### src/rtl/lsu_axi_master_if.sv
// AXI4 manager-side bus bundle for the LSU bridge: AR/R/AW/W/B channels.
// The master modport is the LSU bridge; the slave modport is a subordinate or crossbar port.
interface lsu_axi_master_if #(
  parameter int ADDR_W = 32,
  parameter int DATA_W = 32,
  parameter int ID_W   = 4
) ();
  logic              ARVALID;
  logic              ARREADY;
  logic [ADDR_W-1:0] ARADDR;
  logic [ID_W-1:0]   ARID;
  logic [7:0]        ARLEN;
  logic [2:0]        ARSIZE;
  logic [1:0]        ARBURST;

  logic              RVALID;
  logic              RREADY;
  logic [DATA_W-1:0] RDATA;
  logic [1:0]        RRESP;
  logic [ID_W-1:0]   RID;
  logic              RLAST;

  logic              AWVALID;
  logic              AWREADY;
  logic [ADDR_W-1:0] AWADDR;
  logic [ID_W-1:0]   AWID;
  logic [7:0]        AWLEN;
  logic [2:0]        AWSIZE;
  logic [1:0]        AWBURST;

  logic                WVALID;
  logic                WREADY;
  logic [DATA_W-1:0]   WDATA;
  logic [DATA_W/8-1:0] WSTRB;
  logic                WLAST;

  logic              BVALID;
  logic              BREADY;
  logic [1:0]        BRESP;
  logic [ID_W-1:0]   BID;

  modport master (
    output ARVALID, ARADDR, ARID, ARLEN, ARSIZE, ARBURST, input ARREADY,
    input  RVALID, RDATA, RRESP, RID, RLAST, output RREADY,
    output AWVALID, AWADDR, AWID, AWLEN, AWSIZE, AWBURST, input AWREADY,
    output WVALID, WDATA, WSTRB, WLAST, input WREADY,
    input  BVALID, BRESP, BID, output BREADY
  );

  modport slave (
    input  ARVALID, ARADDR, ARID, ARLEN, ARSIZE, ARBURST, output ARREADY,
    output RVALID, RDATA, RRESP, RID, RLAST, input RREADY,
    input  AWVALID, AWADDR, AWID, AWLEN, AWSIZE, AWBURST, output AWREADY,
    input  WVALID, WDATA, WSTRB, WLAST, output WREADY,
    output BVALID, BRESP, BID, input BREADY
  );
endinterface

### src/rtl/lsu_axi_master.sv
// Single-outstanding AXI4 manager: one LSU load/store becomes one single-beat AXI transaction.
// Every bus and response output is a flop, so no AXI input reaches an AXI output combinationally.
module lsu_axi_master #(
  parameter int ADDR_W = 32,
  parameter int DATA_W = 32,
  parameter int ID_W   = 4,
  parameter int AXI_ID = 0,
  localparam int STRB_W = DATA_W / 8
) (
  input  logic              M_AXI_ACLK,
  input  logic              M_AXI_ARESET,
  input  logic              req_valid,
  output logic              req_ready,
  input  logic              req_wen,
  input  logic [ADDR_W-1:0] req_addr,
  input  logic [DATA_W-1:0] req_wdata,
  input  logic [STRB_W-1:0] req_wstrb,
  input  logic [2:0]        req_size,
  output logic              rsp_valid,
  output logic [DATA_W-1:0] rsp_rdata,
  output logic              rsp_err,
  lsu_axi_master_if.master  m_axi
);

  typedef enum logic [2:0] {IDLE, RADDR, RDATA, WREQ, WRESP} state_t;

  state_t state_q, state_d;

  logic              arvalid_q, rready_q, awvalid_q, wvalid_q, bready_q;
  logic              aw_done_q, w_done_q, aw_done_d, w_done_d;
  logic [ADDR_W-1:0] addr_q;
  logic [DATA_W-1:0] wdata_q;
  logic [STRB_W-1:0] wstrb_q;
  logic [2:0]        size_q;
  logic              accept, ar_hs, r_hs, aw_hs, w_hs, b_hs;
  logic              unused_in;

  // Next state and handshake decode; AW and W complete independently in WREQ.
  always_comb begin
    state_d   = state_q;
    accept    = (state_q == IDLE) & req_valid;
    ar_hs     = arvalid_q & m_axi.ARREADY;
    r_hs      = rready_q  & m_axi.RVALID;
    aw_hs     = awvalid_q & m_axi.AWREADY;
    w_hs      = wvalid_q  & m_axi.WREADY;
    b_hs      = bready_q  & m_axi.BVALID;
    aw_done_d = aw_done_q | aw_hs;
    w_done_d  = w_done_q  | w_hs;
    case (state_q)
      IDLE: begin
        aw_done_d = 1'b0;
        w_done_d  = 1'b0;
        if (req_valid) state_d = req_wen ? WREQ : RADDR;
      end
      RADDR:   if (ar_hs) state_d = RDATA;
      RDATA:   if (r_hs) state_d = IDLE;
      WREQ:    if (aw_done_d && w_done_d) state_d = WRESP;
      WRESP:   if (b_hs) state_d = IDLE;
      default: state_d = IDLE;
    endcase
  end

  always_ff @(posedge M_AXI_ACLK or posedge M_AXI_ARESET) begin
    if (M_AXI_ARESET) begin
      state_q   <= IDLE;
      aw_done_q <= 1'b0;
      w_done_q  <= 1'b0;
    end else begin
      state_q   <= state_d;
      aw_done_q <= aw_done_d;
      w_done_q  <= w_done_d;
    end
  end

  // Channel valids/readies follow the next state so they appear in the cycle the state is entered.
  always_ff @(posedge M_AXI_ACLK or posedge M_AXI_ARESET) begin
    if (M_AXI_ARESET) begin
      arvalid_q <= 1'b0;
      rready_q  <= 1'b0;
      awvalid_q <= 1'b0;
      wvalid_q  <= 1'b0;
      bready_q  <= 1'b0;
      addr_q    <= '0;
      wdata_q   <= '0;
      wstrb_q   <= '0;
      size_q    <= '0;
      rsp_valid <= 1'b0;
      rsp_rdata <= '0;
      rsp_err   <= 1'b0;
    end else begin
      arvalid_q <= (state_d == RADDR);
      rready_q  <= (state_d == RDATA);
      awvalid_q <= (state_d == WREQ) & ~aw_done_d;
      wvalid_q  <= (state_d == WREQ) & ~w_done_d;
      bready_q  <= (state_d == WRESP);
      if (accept) begin
        addr_q  <= req_addr;
        wdata_q <= req_wdata;
        wstrb_q <= req_wstrb;
        size_q  <= req_size;
      end
      rsp_valid <= r_hs | b_hs;
      if (r_hs) begin
        rsp_rdata <= m_axi.RDATA;
        rsp_err   <= m_axi.RRESP[1];
      end else if (b_hs) begin
        rsp_err   <= m_axi.BRESP[1];
      end
    end
  end

  assign req_ready = (state_q == IDLE);

  assign m_axi.ARVALID = arvalid_q;
  assign m_axi.ARADDR  = addr_q;
  assign m_axi.ARID    = ID_W'(AXI_ID);
  assign m_axi.ARLEN   = 8'd0;
  assign m_axi.ARSIZE  = size_q;
  assign m_axi.ARBURST = 2'b01;
  assign m_axi.RREADY  = rready_q;

  assign m_axi.AWVALID = awvalid_q;
  assign m_axi.AWADDR  = addr_q;
  assign m_axi.AWID    = ID_W'(AXI_ID);
  assign m_axi.AWLEN   = 8'd0;
  assign m_axi.AWSIZE  = size_q;
  assign m_axi.AWBURST = 2'b01;

  assign m_axi.WVALID  = wvalid_q;
  assign m_axi.WDATA   = wdata_q;
  assign m_axi.WSTRB   = wstrb_q;
  assign m_axi.WLAST   = wvalid_q;
  assign m_axi.BREADY  = bready_q;

  // IDs, RLAST and the OKAY/EXOKAY bit carry no meaning for a single-beat, single-ID manager.
  assign unused_in = ^{m_axi.RID, m_axi.RLAST, m_axi.BID, m_axi.RRESP[0], m_axi.BRESP[0]};

endmodule
### src/flat_wrapper.sv
// flat-port wrapper written by rule: the top's interface ports become plain ports
module lsu_axi_master_flat 
#(
  parameter int ADDR_W = 32,
  parameter int DATA_W = 32,
  parameter int ID_W   = 4,
  parameter int AXI_ID = 0,
  localparam int STRB_W = DATA_W / 8
)
  (M_AXI_ACLK, M_AXI_ARESET, req_valid, req_ready, req_wen, req_addr, req_wdata, req_wstrb, req_size, rsp_valid, rsp_rdata, rsp_err, m_axi_ARVALID, m_axi_ARADDR, m_axi_ARID, m_axi_ARLEN, m_axi_ARSIZE, m_axi_ARBURST, m_axi_ARREADY, m_axi_RVALID, m_axi_RDATA, m_axi_RRESP, m_axi_RID, m_axi_RLAST, m_axi_RREADY, m_axi_AWVALID, m_axi_AWADDR, m_axi_AWID, m_axi_AWLEN, m_axi_AWSIZE, m_axi_AWBURST, m_axi_AWREADY, m_axi_WVALID, m_axi_WDATA, m_axi_WSTRB, m_axi_WLAST, m_axi_WREADY, m_axi_BVALID, m_axi_BRESP, m_axi_BID, m_axi_BREADY);
  lsu_axi_master_if #(.ADDR_W(ADDR_W), .DATA_W(DATA_W), .ID_W(ID_W)) m_axi_i ();
  input  logic M_AXI_ACLK;
  input  logic M_AXI_ARESET;
  input  logic req_valid;
  output logic req_ready;
  input  logic req_wen;
  input  logic [ADDR_W-1:0] req_addr;
  input  logic [DATA_W-1:0] req_wdata;
  input  logic [STRB_W-1:0] req_wstrb;
  input  logic [2:0] req_size;
  output logic rsp_valid;
  output logic [DATA_W-1:0] rsp_rdata;
  output logic rsp_err;
  output wire logic [$bits(m_axi_i.ARVALID)-1:0] m_axi_ARVALID;
  output wire logic [$bits(m_axi_i.ARADDR)-1:0] m_axi_ARADDR;
  output wire logic [$bits(m_axi_i.ARID)-1:0] m_axi_ARID;
  output wire logic [$bits(m_axi_i.ARLEN)-1:0] m_axi_ARLEN;
  output wire logic [$bits(m_axi_i.ARSIZE)-1:0] m_axi_ARSIZE;
  output wire logic [$bits(m_axi_i.ARBURST)-1:0] m_axi_ARBURST;
  input wire logic [$bits(m_axi_i.ARREADY)-1:0] m_axi_ARREADY;
  input wire logic [$bits(m_axi_i.RVALID)-1:0] m_axi_RVALID;
  input wire logic [$bits(m_axi_i.RDATA)-1:0] m_axi_RDATA;
  input wire logic [$bits(m_axi_i.RRESP)-1:0] m_axi_RRESP;
  input wire logic [$bits(m_axi_i.RID)-1:0] m_axi_RID;
  input wire logic [$bits(m_axi_i.RLAST)-1:0] m_axi_RLAST;
  output wire logic [$bits(m_axi_i.RREADY)-1:0] m_axi_RREADY;
  output wire logic [$bits(m_axi_i.AWVALID)-1:0] m_axi_AWVALID;
  output wire logic [$bits(m_axi_i.AWADDR)-1:0] m_axi_AWADDR;
  output wire logic [$bits(m_axi_i.AWID)-1:0] m_axi_AWID;
  output wire logic [$bits(m_axi_i.AWLEN)-1:0] m_axi_AWLEN;
  output wire logic [$bits(m_axi_i.AWSIZE)-1:0] m_axi_AWSIZE;
  output wire logic [$bits(m_axi_i.AWBURST)-1:0] m_axi_AWBURST;
  input wire logic [$bits(m_axi_i.AWREADY)-1:0] m_axi_AWREADY;
  output wire logic [$bits(m_axi_i.WVALID)-1:0] m_axi_WVALID;
  output wire logic [$bits(m_axi_i.WDATA)-1:0] m_axi_WDATA;
  output wire logic [$bits(m_axi_i.WSTRB)-1:0] m_axi_WSTRB;
  output wire logic [$bits(m_axi_i.WLAST)-1:0] m_axi_WLAST;
  input wire logic [$bits(m_axi_i.WREADY)-1:0] m_axi_WREADY;
  input wire logic [$bits(m_axi_i.BVALID)-1:0] m_axi_BVALID;
  input wire logic [$bits(m_axi_i.BRESP)-1:0] m_axi_BRESP;
  input wire logic [$bits(m_axi_i.BID)-1:0] m_axi_BID;
  output wire logic [$bits(m_axi_i.BREADY)-1:0] m_axi_BREADY;
  assign m_axi_ARVALID = m_axi_i.ARVALID;
  assign m_axi_ARADDR = m_axi_i.ARADDR;
  assign m_axi_ARID = m_axi_i.ARID;
  assign m_axi_ARLEN = m_axi_i.ARLEN;
  assign m_axi_ARSIZE = m_axi_i.ARSIZE;
  assign m_axi_ARBURST = m_axi_i.ARBURST;
  assign m_axi_i.ARREADY = m_axi_ARREADY;
  assign m_axi_i.RVALID = m_axi_RVALID;
  assign m_axi_i.RDATA = m_axi_RDATA;
  assign m_axi_i.RRESP = m_axi_RRESP;
  assign m_axi_i.RID = m_axi_RID;
  assign m_axi_i.RLAST = m_axi_RLAST;
  assign m_axi_RREADY = m_axi_i.RREADY;
  assign m_axi_AWVALID = m_axi_i.AWVALID;
  assign m_axi_AWADDR = m_axi_i.AWADDR;
  assign m_axi_AWID = m_axi_i.AWID;
  assign m_axi_AWLEN = m_axi_i.AWLEN;
  assign m_axi_AWSIZE = m_axi_i.AWSIZE;
  assign m_axi_AWBURST = m_axi_i.AWBURST;
  assign m_axi_i.AWREADY = m_axi_AWREADY;
  assign m_axi_WVALID = m_axi_i.WVALID;
  assign m_axi_WDATA = m_axi_i.WDATA;
  assign m_axi_WSTRB = m_axi_i.WSTRB;
  assign m_axi_WLAST = m_axi_i.WLAST;
  assign m_axi_i.WREADY = m_axi_WREADY;
  assign m_axi_i.BVALID = m_axi_BVALID;
  assign m_axi_i.BRESP = m_axi_BRESP;
  assign m_axi_i.BID = m_axi_BID;
  assign m_axi_BREADY = m_axi_i.BREADY;
  lsu_axi_master #(.ADDR_W(ADDR_W), .DATA_W(DATA_W), .ID_W(ID_W), .AXI_ID(AXI_ID)) u_core (.M_AXI_ACLK(M_AXI_ACLK), .M_AXI_ARESET(M_AXI_ARESET), .req_valid(req_valid), .req_ready(req_ready), .req_wen(req_wen), .req_addr(req_addr), .req_wdata(req_wdata), .req_wstrb(req_wstrb), .req_size(req_size), .rsp_valid(rsp_valid), .rsp_rdata(rsp_rdata), .rsp_err(rsp_err), .m_axi(m_axi_i));
endmodule
### config.mk
export PLATFORM = sky130hd
export DESIGN_NAME = lsu_axi_master_flat
export DESIGN_NICKNAME = d
export VERILOG_FILES = /design/src/rtl/lsu_axi_master_if.sv /design/src/rtl/lsu_axi_master.sv /design/src/flat_wrapper.sv
export SDC_FILE = /design/constraint.sdc
export NUM_CORES = 1
export LEC_CHECK = 0
export BUFFER_PORTS_ARGS = -buffer_cell sky130_fd_sc_hd__buf_2
export CAP_MARGIN = 20
export CELL_PAD_IN_SITES_DETAIL_PLACEMENT = 1
export CELL_PAD_IN_SITES_GLOBAL_PLACEMENT = 2
export CORE_UTILIZATION = 28
export CTS_BUF_LIST = sky130_fd_sc_hd__clkbuf_8
export DETAILED_ROUTE_END_ITERATION = 6
export PLACE_DENSITY_LB_ADDON = 0.1
export SYNTH_ARGS = -nofsm -noshare
export SYNTH_HDL_FRONTEND = slang
export SYNTH_SLANG_ARGS = --single-unit
### constraint.sdc
create_clock -name M_AXI_ACLK -period 5.7 [get_ports M_AXI_ACLK]
set_clock_uncertainty 0.15 [all_clocks]
set_input_delay 1.14 -clock M_AXI_ACLK [delete_from_list [all_inputs] [get_ports M_AXI_ACLK]]
set_output_delay 1.14 -clock M_AXI_ACLK [all_outputs]
set_load 0.02 [all_outputs]
==> Flow_metrics.wiki, run 1 <==
{| class="wikitable"
! Metric !! Value
|-
| Result of the run || finished clean
|-
| Post-synth cell types || 25
|-
| Final Setup Violations || 0
|-
| Buffer depth of the longest clock path || 2
|-
| Final Max Tran Viols || 0
|-
| Leading register cell type out of synthesis || dfrtp_1
|-
| Post-CTS Hold Buffers || 0
|-
| Largest net degree at the start of global routing || 61
|-
| Remaining max-slew budget at the tightest pin || 39.7%
|-
| Filler cell count in the final layout || 1,984
|-
| Area fraction of the dominant cell type after synthesis || 55.7%
|-
| Worst Tran Pin Value || 0.904 ns
|-
| Die boundary width || 138 um
|-
| Core Footprint || 18,000 sq um
|-
| Cts repair resizes || 0
|-
| Clock slew at the register clock pins of the worst setup and hold paths || 0.06 ns
|-
| Synthesized area divided by synthesized cell count || 15.8 sq um
|-
| Count of max-cap constraint violations || 0
|-
| Total count of hold-check failures in the final report || 0
|-
| Share of async-settable or async-resettable flops after synthesis || 100%
|-
| Layout Nets || 684
|-
| Initial detailed-routing violation count || 95
|-
| Most common library cells after synthesis || dfrtp_1, mux2_4, buf_4
|-
| Total routing usage reported by global routing || 13.4%
|-
| Area contributors post-synth || dfrtp_1, mux2_4, buf_4
|-
| Critical Path AT || 2.90 ns
|-
| Yosys warns || 0
|-
| Category of the worst setup path capture point || register
|-
| Count of input and output buffers || 260
|-
| Overall via count from detail_route || 3,274
|-
| Fraction of layout cells with a size suffix above 1 || 69.8%
|-
| Number of global-route vias before repair || 3,432
|-
| Number of flops mapped to enable cells by yosys || 0
|-
| Routed len/inst || 15.7 um
|-
| Final period utilization || 48.3%
|-
| CTS sink cnt || 115
|-
| Total length of routed wires || 12.6 mm
|-
| Pwr per Cell Area || 671 nW/um^2
|-
| Most frequent cell after synthesis || dfrtp_1
|-
| Setup repair bufs after CTS || 0
|-
| Worst hold margin || 0.352 ns
|-
| Diode count || 0
|-
| Later-pin clock latency in the skew report || 0.42 ns
|-
| Required time reported for the critical path endpoint || 5.85 ns
|-
| Unrepaired setup endpoints after global routing || no
|-
| Kind of launch point of the worst setup path || input port
|-
| Max FO, Critical Path || 46
|-
| Io pins || 300
|-
| Total leakage power || 0.00346 uW
|-
| Global-route wire length before repair || 18.8 mm
|-
| CTS root buffer || clkbuf_8
|-
| CTS tree || done
|-
| Number of detailed-routing iterations run before antenna repair || 4
|-
| Synthesis-to-layout area growth || 29.1%
|-
| Fin crit period || 2.75 ns
|-
| Row cnt || 49
|-
| DIE HEIGHT || 138 um
|-
| Highest attainable clock frequency || 363 MHz
|-
| Final total power || 4470 uW
|-
| Utilization after layout || 37.0%
|-
| Worst voltage drop across the vdd grid || 0.260 mV
|-
| Kind of critical path || input port to register
|-
| Post-synthesis cell type with the largest combined area || dfrtp_1
|-
| Final HPWL DP || 9.09 mm
|-
| Full die area || 19,000 sq um
|-
| H-tree lvl count || 4
|-
| Number of clock buffers inserted by TritonCTS || 17
|-
| Synthesized netlist cell count || 327
|-
| Sequential area share after synthesis || 55.7%
|-
| DRC violations left || 0
|-
| Vias per std cell || 4.09
|-
| Number of nets still failing antenna checks after routing || 0
|-
| Total grt overflow || 0
|-
| Last weighted congestion value of the routability-driven placer || 0.706
|-
| Initial antenna violation count || 0
|-
| Path class of the lowest-slack min-delay path || register to register
|-
| Final sum of negative setup slack || 0 ns
|-
| Flip-flop and latch count after synthesis || 115
|-
| Cell area after synthesis || 5170 sq um
|-
| Initial Utilization || 28.7%
|}
## metal layers
| metal | wire, um | global-route usage, % | share of wire, % | up-vias |
|---|---|---|---|---|
| li1 | - | - | - | 1494 |
| met1 | 5100 | 15.7 | 40 | 1604 |
| met2 | 5920 | 20.8 | 47 | 170 |
| met3 | 1490 | 6.84 | 12 | 6 |
| met4 | 103 | 4.89 | 0.82 | 0 |
| met5 | 0 | 0 | 0 | - |
## path summary, 6_finish.rpt
kind | start | end | slack (ns) | cells past startpoint
max | req_valid | u_core.m_axi.WDATA[4]$_DFFE_PP0P_ | 2.95 | 4
min | u_core.m_axi.WDATA[31]$_DFFE_PP0P_ | u_core.m_axi.WDATA[31]$_DFFE_PP0P_ | 0.35 | 1
max reg2reg | u_core.state_q[2]$_DFF_PP0_ | u_core.m_axi.WDATA[4]$_DFFE_PP0P_ | 2.97 | 4
min reg2reg | u_core.m_axi.WDATA[31]$_DFFE_PP0P_ | u_core.m_axi.WDATA[31]$_DFFE_PP0P_ | 0.35 | 1
max in group asynchronous | M_AXI_ARESET | u_core.m_axi.WDATA[18]$_DFFE_PP0P_ | 3.43 | 3
min in group asynchronous | M_AXI_ARESET | u_core.m_axi.WDATA[8]$_DFFE_PP0P_ | 0.69 | 2
## critical path, cell delays in order
cell and delay [ns]:
buf_2 0.10, and2_4 0.71, buf_4 0.58, mux2_4 0.34
## state kept, by name, indices dropped and copies added, names as in the netlist
| name | count |
|---|---|
| u_core.m_axi.WSTRB | 4 |
| u_core.m_axi.ARSIZE | 3 |
| u_core.m_axi.ARVALID | 1 |
| u_core.m_axi.AWVALID | 1 |
| u_core.m_axi.RREADY | 1 |
| u_core.rsp_valid | 1 |
| u_core.state_q | 3 |
| u_core.aw_done_q | 1 |
| u_core.m_axi.WDATA | 32 |
| u_core.m_axi.WLAST | 1 |
| u_core.m_axi.ARADDR | 32 |
| u_core.rsp_rdata | 32 |
| u_core.rsp_err | 1 |
| u_core.m_axi.BREADY | 1 |
| u_core.w_done_q | 1 |
## power by group
group | internal [uW] | total (uW) | switching, uW
Sequential | 1230 | 1480 | 250
Clock | 518 | 863 | 345
Combinational | 946 | 2130 | 1190
Total | 2690 | 4470 | 1780
## through the flow
step | std cells | setup slack (ns) | instance area (sq um)
3_5_place_dp | 769 | 2.46 | 6220
4_1_cts | 801 | 2.90 | 6670
3_3_place_gp | 769 | 2.47 | 6220
6_report | 801 | 2.95 | 6670
2_1_floorplan | 353 | 1.37 | 5260
5_1_grt | 801 | 2.81 | 6670
## cell type report
class	instances	area (sq um)	area share, %
flip-flops and latches	115	2880	43.2
multi-input cells	161	1720	25.8
repair buffers	263	1320	19.9
well taps	229	287	4.30
clock buffers	17	234	3.51
clock inverters	15	216	3.25
inverters	1	6.26	0.0938
## cell families (layout without fill, tap and decap cells)
family	Yosys count	count (layout)	share of synthesized area, %
AND/OR/NAND/NOR	19	19	2.35
flip-flops	115	115	55.7
multiplexers	104	104	27.7
AO/OA/AOI/OAI	10	10	1.24
buffers and inverters	77	296	12.8
other	2	28	0.145
## cell usage in the layout, fill, tap and decap left out, types with 2 or more instances in the layout
master,synthesis,final
clkinvlp_4,0,2
nand3_1,2,2
o2bb2ai_1,2,2
nand3b_1,2,2
buf_4,64,3
mux2_2,33,33
inv_1,1,3
clkbuf_8,0,17
nor2_1,5,5
buf_2,3,260
dfrtp_1,115,115
mux2_4,70,70
bufinv_16,0,5
conb_1,2,28
nand2_1,4,4
clkinv_4,0,3
a21oi_1,5,5
(Power assumes the default switching activity.)
==> run 2, diff against run 1 <==
CORE_UTILIZATION = 25   (was 28)
clock period = 2.4 ns   (was 5.7 ns; I/O delays follow)
==> run 2 against run 1 <==
  * Count of clock-buffer cells in the layout unchanged
  * Die area increased by 12%
  * Largest power group unchanged
  * Global-route usage decreased by 0.77 points
  * Wire length increased by 2.0%
  * First-iteration DRC count decreased by 4.2%
  * Power increased by 140%
  * Sequential share of layout area decreased by 0.97 points
  * Sequential cell count unchanged
==> Flow_metrics.wiki, run 2 (synthesis results as in run 1) <==
{| class="wikitable"
! Metric !! Value
|-
| Cts repair resizes || 0 (unchanged)
|-
| Area occupied by registers || 2880 sq um (unchanged)
|-
| Fraction of layout cells with a size suffix above 1 || 69.7% (about the same)
|-
| DIE HEIGHT || 146 um (+5.7%)
|-
| Fin crit period || 2.04 ns
|-
| Source of the worst register-to-register timing path || u_core.state_q[2]$_DFF_PP0_
|-
| Buffer depth of the longest clock path || 2 (unchanged)
|-
| Total routing usage reported by global routing || 12.6% (-0.77 points)
|-
| Total leakage power || 0.00351 uW (+1.3%)
|-
| Worst Tran Pin Value || 0.531 ns (-0.373 ns)
|-
| CTS sink cnt || 115 (unchanged)
|-
| Global routing met2 resource utilization || 19.0% (-1.8 points)
|-
| Number of detailed-routing iterations run before antenna repair || 4 (unchanged)
|-
| GRT busiest layer || met2
|-
| Max FO, Critical Path || 6 (-87%)
|-
| Last weighted congestion value of the routability-driven placer || 0.745 (+5.6%)
|-
| Later-pin clock latency in the skew report || 0.41 ns (about the same)
|-
| Largest net degree at the start of global routing || 52 (-15%)
|-
| Final sum of negative setup slack || 0 ns (unchanged)
|-
| Clock slew at the register clock pins of the worst setup and hold paths || 0.07 ns (about the same)
|-
| Count of max-cap constraint violations || 0 (unchanged)
|-
| Hold-critical path depth || 2 (+1)
|-
| Row cnt || 52 (+6.1%)
|-
| Initial antenna violation count || 1 (+1)
|-
| Global-route wire length before repair || 20.5 mm (+8.8%)
|-
| Core Footprint || 20,200 sq um (+12%)
|-
| Highest attainable clock frequency || 491 MHz
|-
| Filler cell count in the final layout || 2,258 (+14%)
|-
| Full die area || 21,200 sq um (+12%)
|-
| Category of the worst setup path capture point || primary output
|-
| Required time reported for the critical path endpoint || 1.77 ns (-4.08 ns)
|-
| Area taken by multi-input logic gates || 1720 sq um (unchanged)
|-
| Sequence of cells on the critical path || nor3_4 -> buf_2
|-
| Total count of hold-check failures in the final report || 0 (unchanged)
|-
| Pwr per Cell Area || 1570 nW/um^2 (+130%)
|-
| Overall via count from detail_route || 3,315 (+1.3%)
|-
| Kind of critical path || register to primary output
|-
| Number of clock buffers inserted by TritonCTS || 17 (unchanged)
|-
| Met3 Use GR || 5.71% (-1.1 points)
|-
| Number of nets still failing antenna checks after routing || 0 (unchanged)
|-
| CTS tree || done
|-
| Met1 layer usage reported by global route || 16.1% (+0.31 points)
|-
| Path class of the lowest-slack min-delay path || input port to register
|-
| Final Setup Violations || 0 (unchanged)
|-
| Io pins || 300 (unchanged)
|-
| Synthesis-to-layout area growth || 32.0%
|-
| Kind of launch point of the worst setup path || register
|-
| Hold worst-path end || u_core.m_axi.ARADDR[10]$_DFFE_PP0P_
|-
| Number of cells on the critical path || 2 (-2)
|-
| Initial Utilization || 25.5% (-3.1 points)
|-
| Terminus of the critical flop-to-flop path || u_core.m_axi.WDATA[11]$_DFFE_PP0P_
|-
| Final HPWL DP || 9.51 mm (+4.6%)
|-
| Remaining max-slew budget at the tightest pin || 64.2% (+25 points)
|-
| Unrepaired setup endpoints after global routing || no
|-
| Critical path buffer and inverter count || 1 (-1)
|-
| Critical Path AT || 1.41 ns (-1.49 ns)
|-
| H-tree lvl count || 4 (unchanged)
|-
| Utilization after layout || 33.7% (-3.3 points)
|-
| Routed len/inst || 15.2 um (-3.4%)
|-
| Vias per std cell || 3.92 (-4.1%)
|-
| Final Max Tran Viols || 0 (unchanged)
|-
| Total length of routed wires || 12.9 mm (+2.0%)
|-
| Count of input and output buffers || 260 (unchanged)
|-
| Reg2reg path depth || 4 (unchanged)
|-
| Startpoint of the most critical hold path || req_addr[10]
|-
| Layout Nets || 688 (+0.58%)
|-
| Most common cell after layout, fill and taps aside || buf_2
|-
| Final period utilization || 84.8%
|-
| Number of global-route vias before repair || 3,512 (+2.3%)
|-
| Initial detailed-routing violation count || 91 (-4.2%)
|-
| Leading cell types in the layout, fill and taps excluded || buf_2, dfrtp_1, mux2_4
|-
| R2R setup slack || 0.39 ns (-2.58 ns)
|-
| Worst voltage drop across the vdd grid || 0.492 mV (+89%)
|-
| Result of the run || finished clean
|-
| CTS root buffer || clkbuf_8
|-
| Cell family with the largest share of critical-path delay || flip-flops
|-
| Cell with the largest stage delay on the worst path || dfrtp_1
|-
| Total grt overflow || 0 (unchanged)
|-
| DRC violations left || 0 (unchanged)
|-
| Delay of the slowest cell on the worst path || 0.45 ns (-0.26 ns)
|-
| Die boundary width || 146 um (+5.7%)
|}
==> run 2: cell types whose count changed in the layout (fill, tap and decap cells not counted), sizes merged <==
| cell | delta |
|---|---|
| buf | +3 |
| inv | -2 |
| bufinv | +1 |
| clkinv | +1 |
| clkinvlp | -1 |
| diode | +1 |
| dlygate4sd3 | +1 |
==> run 2: cell type report <==
cell class	instances	share of cell area, %
multi-input combinational	161	25.3
sequential	115	42.2
antenna	1	0.0367
inverter	1	0.110
clock inverter	14	3.23
clock buffer	17	3.43
tap	270	4.95
timing repair buffer	267	20.8
==> run 2: repair_timing <==
action / in CTS / in global routing
endpoints found under the hold margin: 16 / 0
setup buffers: 0 / 0
hold buffers: 1 / 0
==> run 2: through the flow <==
step / hold slack, ns / cells / instance area (sq um) / worst slack, ns / total power (uW)
6_report: 0.141 / 846 / 6820 / 0.365 / 10700
5_1_grt: 0.0879 / 845 / 6820 / 0.264 / 11400
4_1_cts: 0.0918 / 845 / 6820 / 0.322 / 10900
3_5_place_dp: 0.338 / 813 / 6350 / 0.401 / 8720
3_3_place_gp: 0.336 / 813 / 6350 / 0.401 / 8680
2_1_floorplan: 0.347 / 353 / 5270 / 0.371 / 7520
==> run 2: how the worst max path moves through the flow <==
| stage | startpoint | to |
|---|---|---|
| after CTS | u_core.state_q[2]$_DFF_PP0_ | req_ready |
| after floorplan | M_AXI_ARESET | u_core.aw_done_q$_DFF_PP0_ |
| after global routing | u_core.state_q[2]$_DFF_PP0_ | req_ready |
| after global placement | u_core.state_q[2]$_DFF_PP0_ | u_core.m_axi.WDATA[7]$_DFFE_PP0P_ |
| after detailed placement | u_core.state_q[2]$_DFF_PP0_ | u_core.m_axi.WDATA[11]$_DFFE_PP0P_ |
| final | u_core.state_q[2]$_DFF_PP0_ | req_ready |
==> run 2: per-layer routing <==
layer	part of all wire (%)	up-vias
li1	-	1493
met1	43	1636
met2	46	176
met3	9.4	10
met4	1.3	0
met5	0	-
==> run 2: where the power goes <==
part	total, uW	switching, uW	leakage [uW]	internal, uW
registers	3500	584	0.00137	2910
clock network	2100	781	0.000243	1320
logic	5130	2840	0.00189	2290
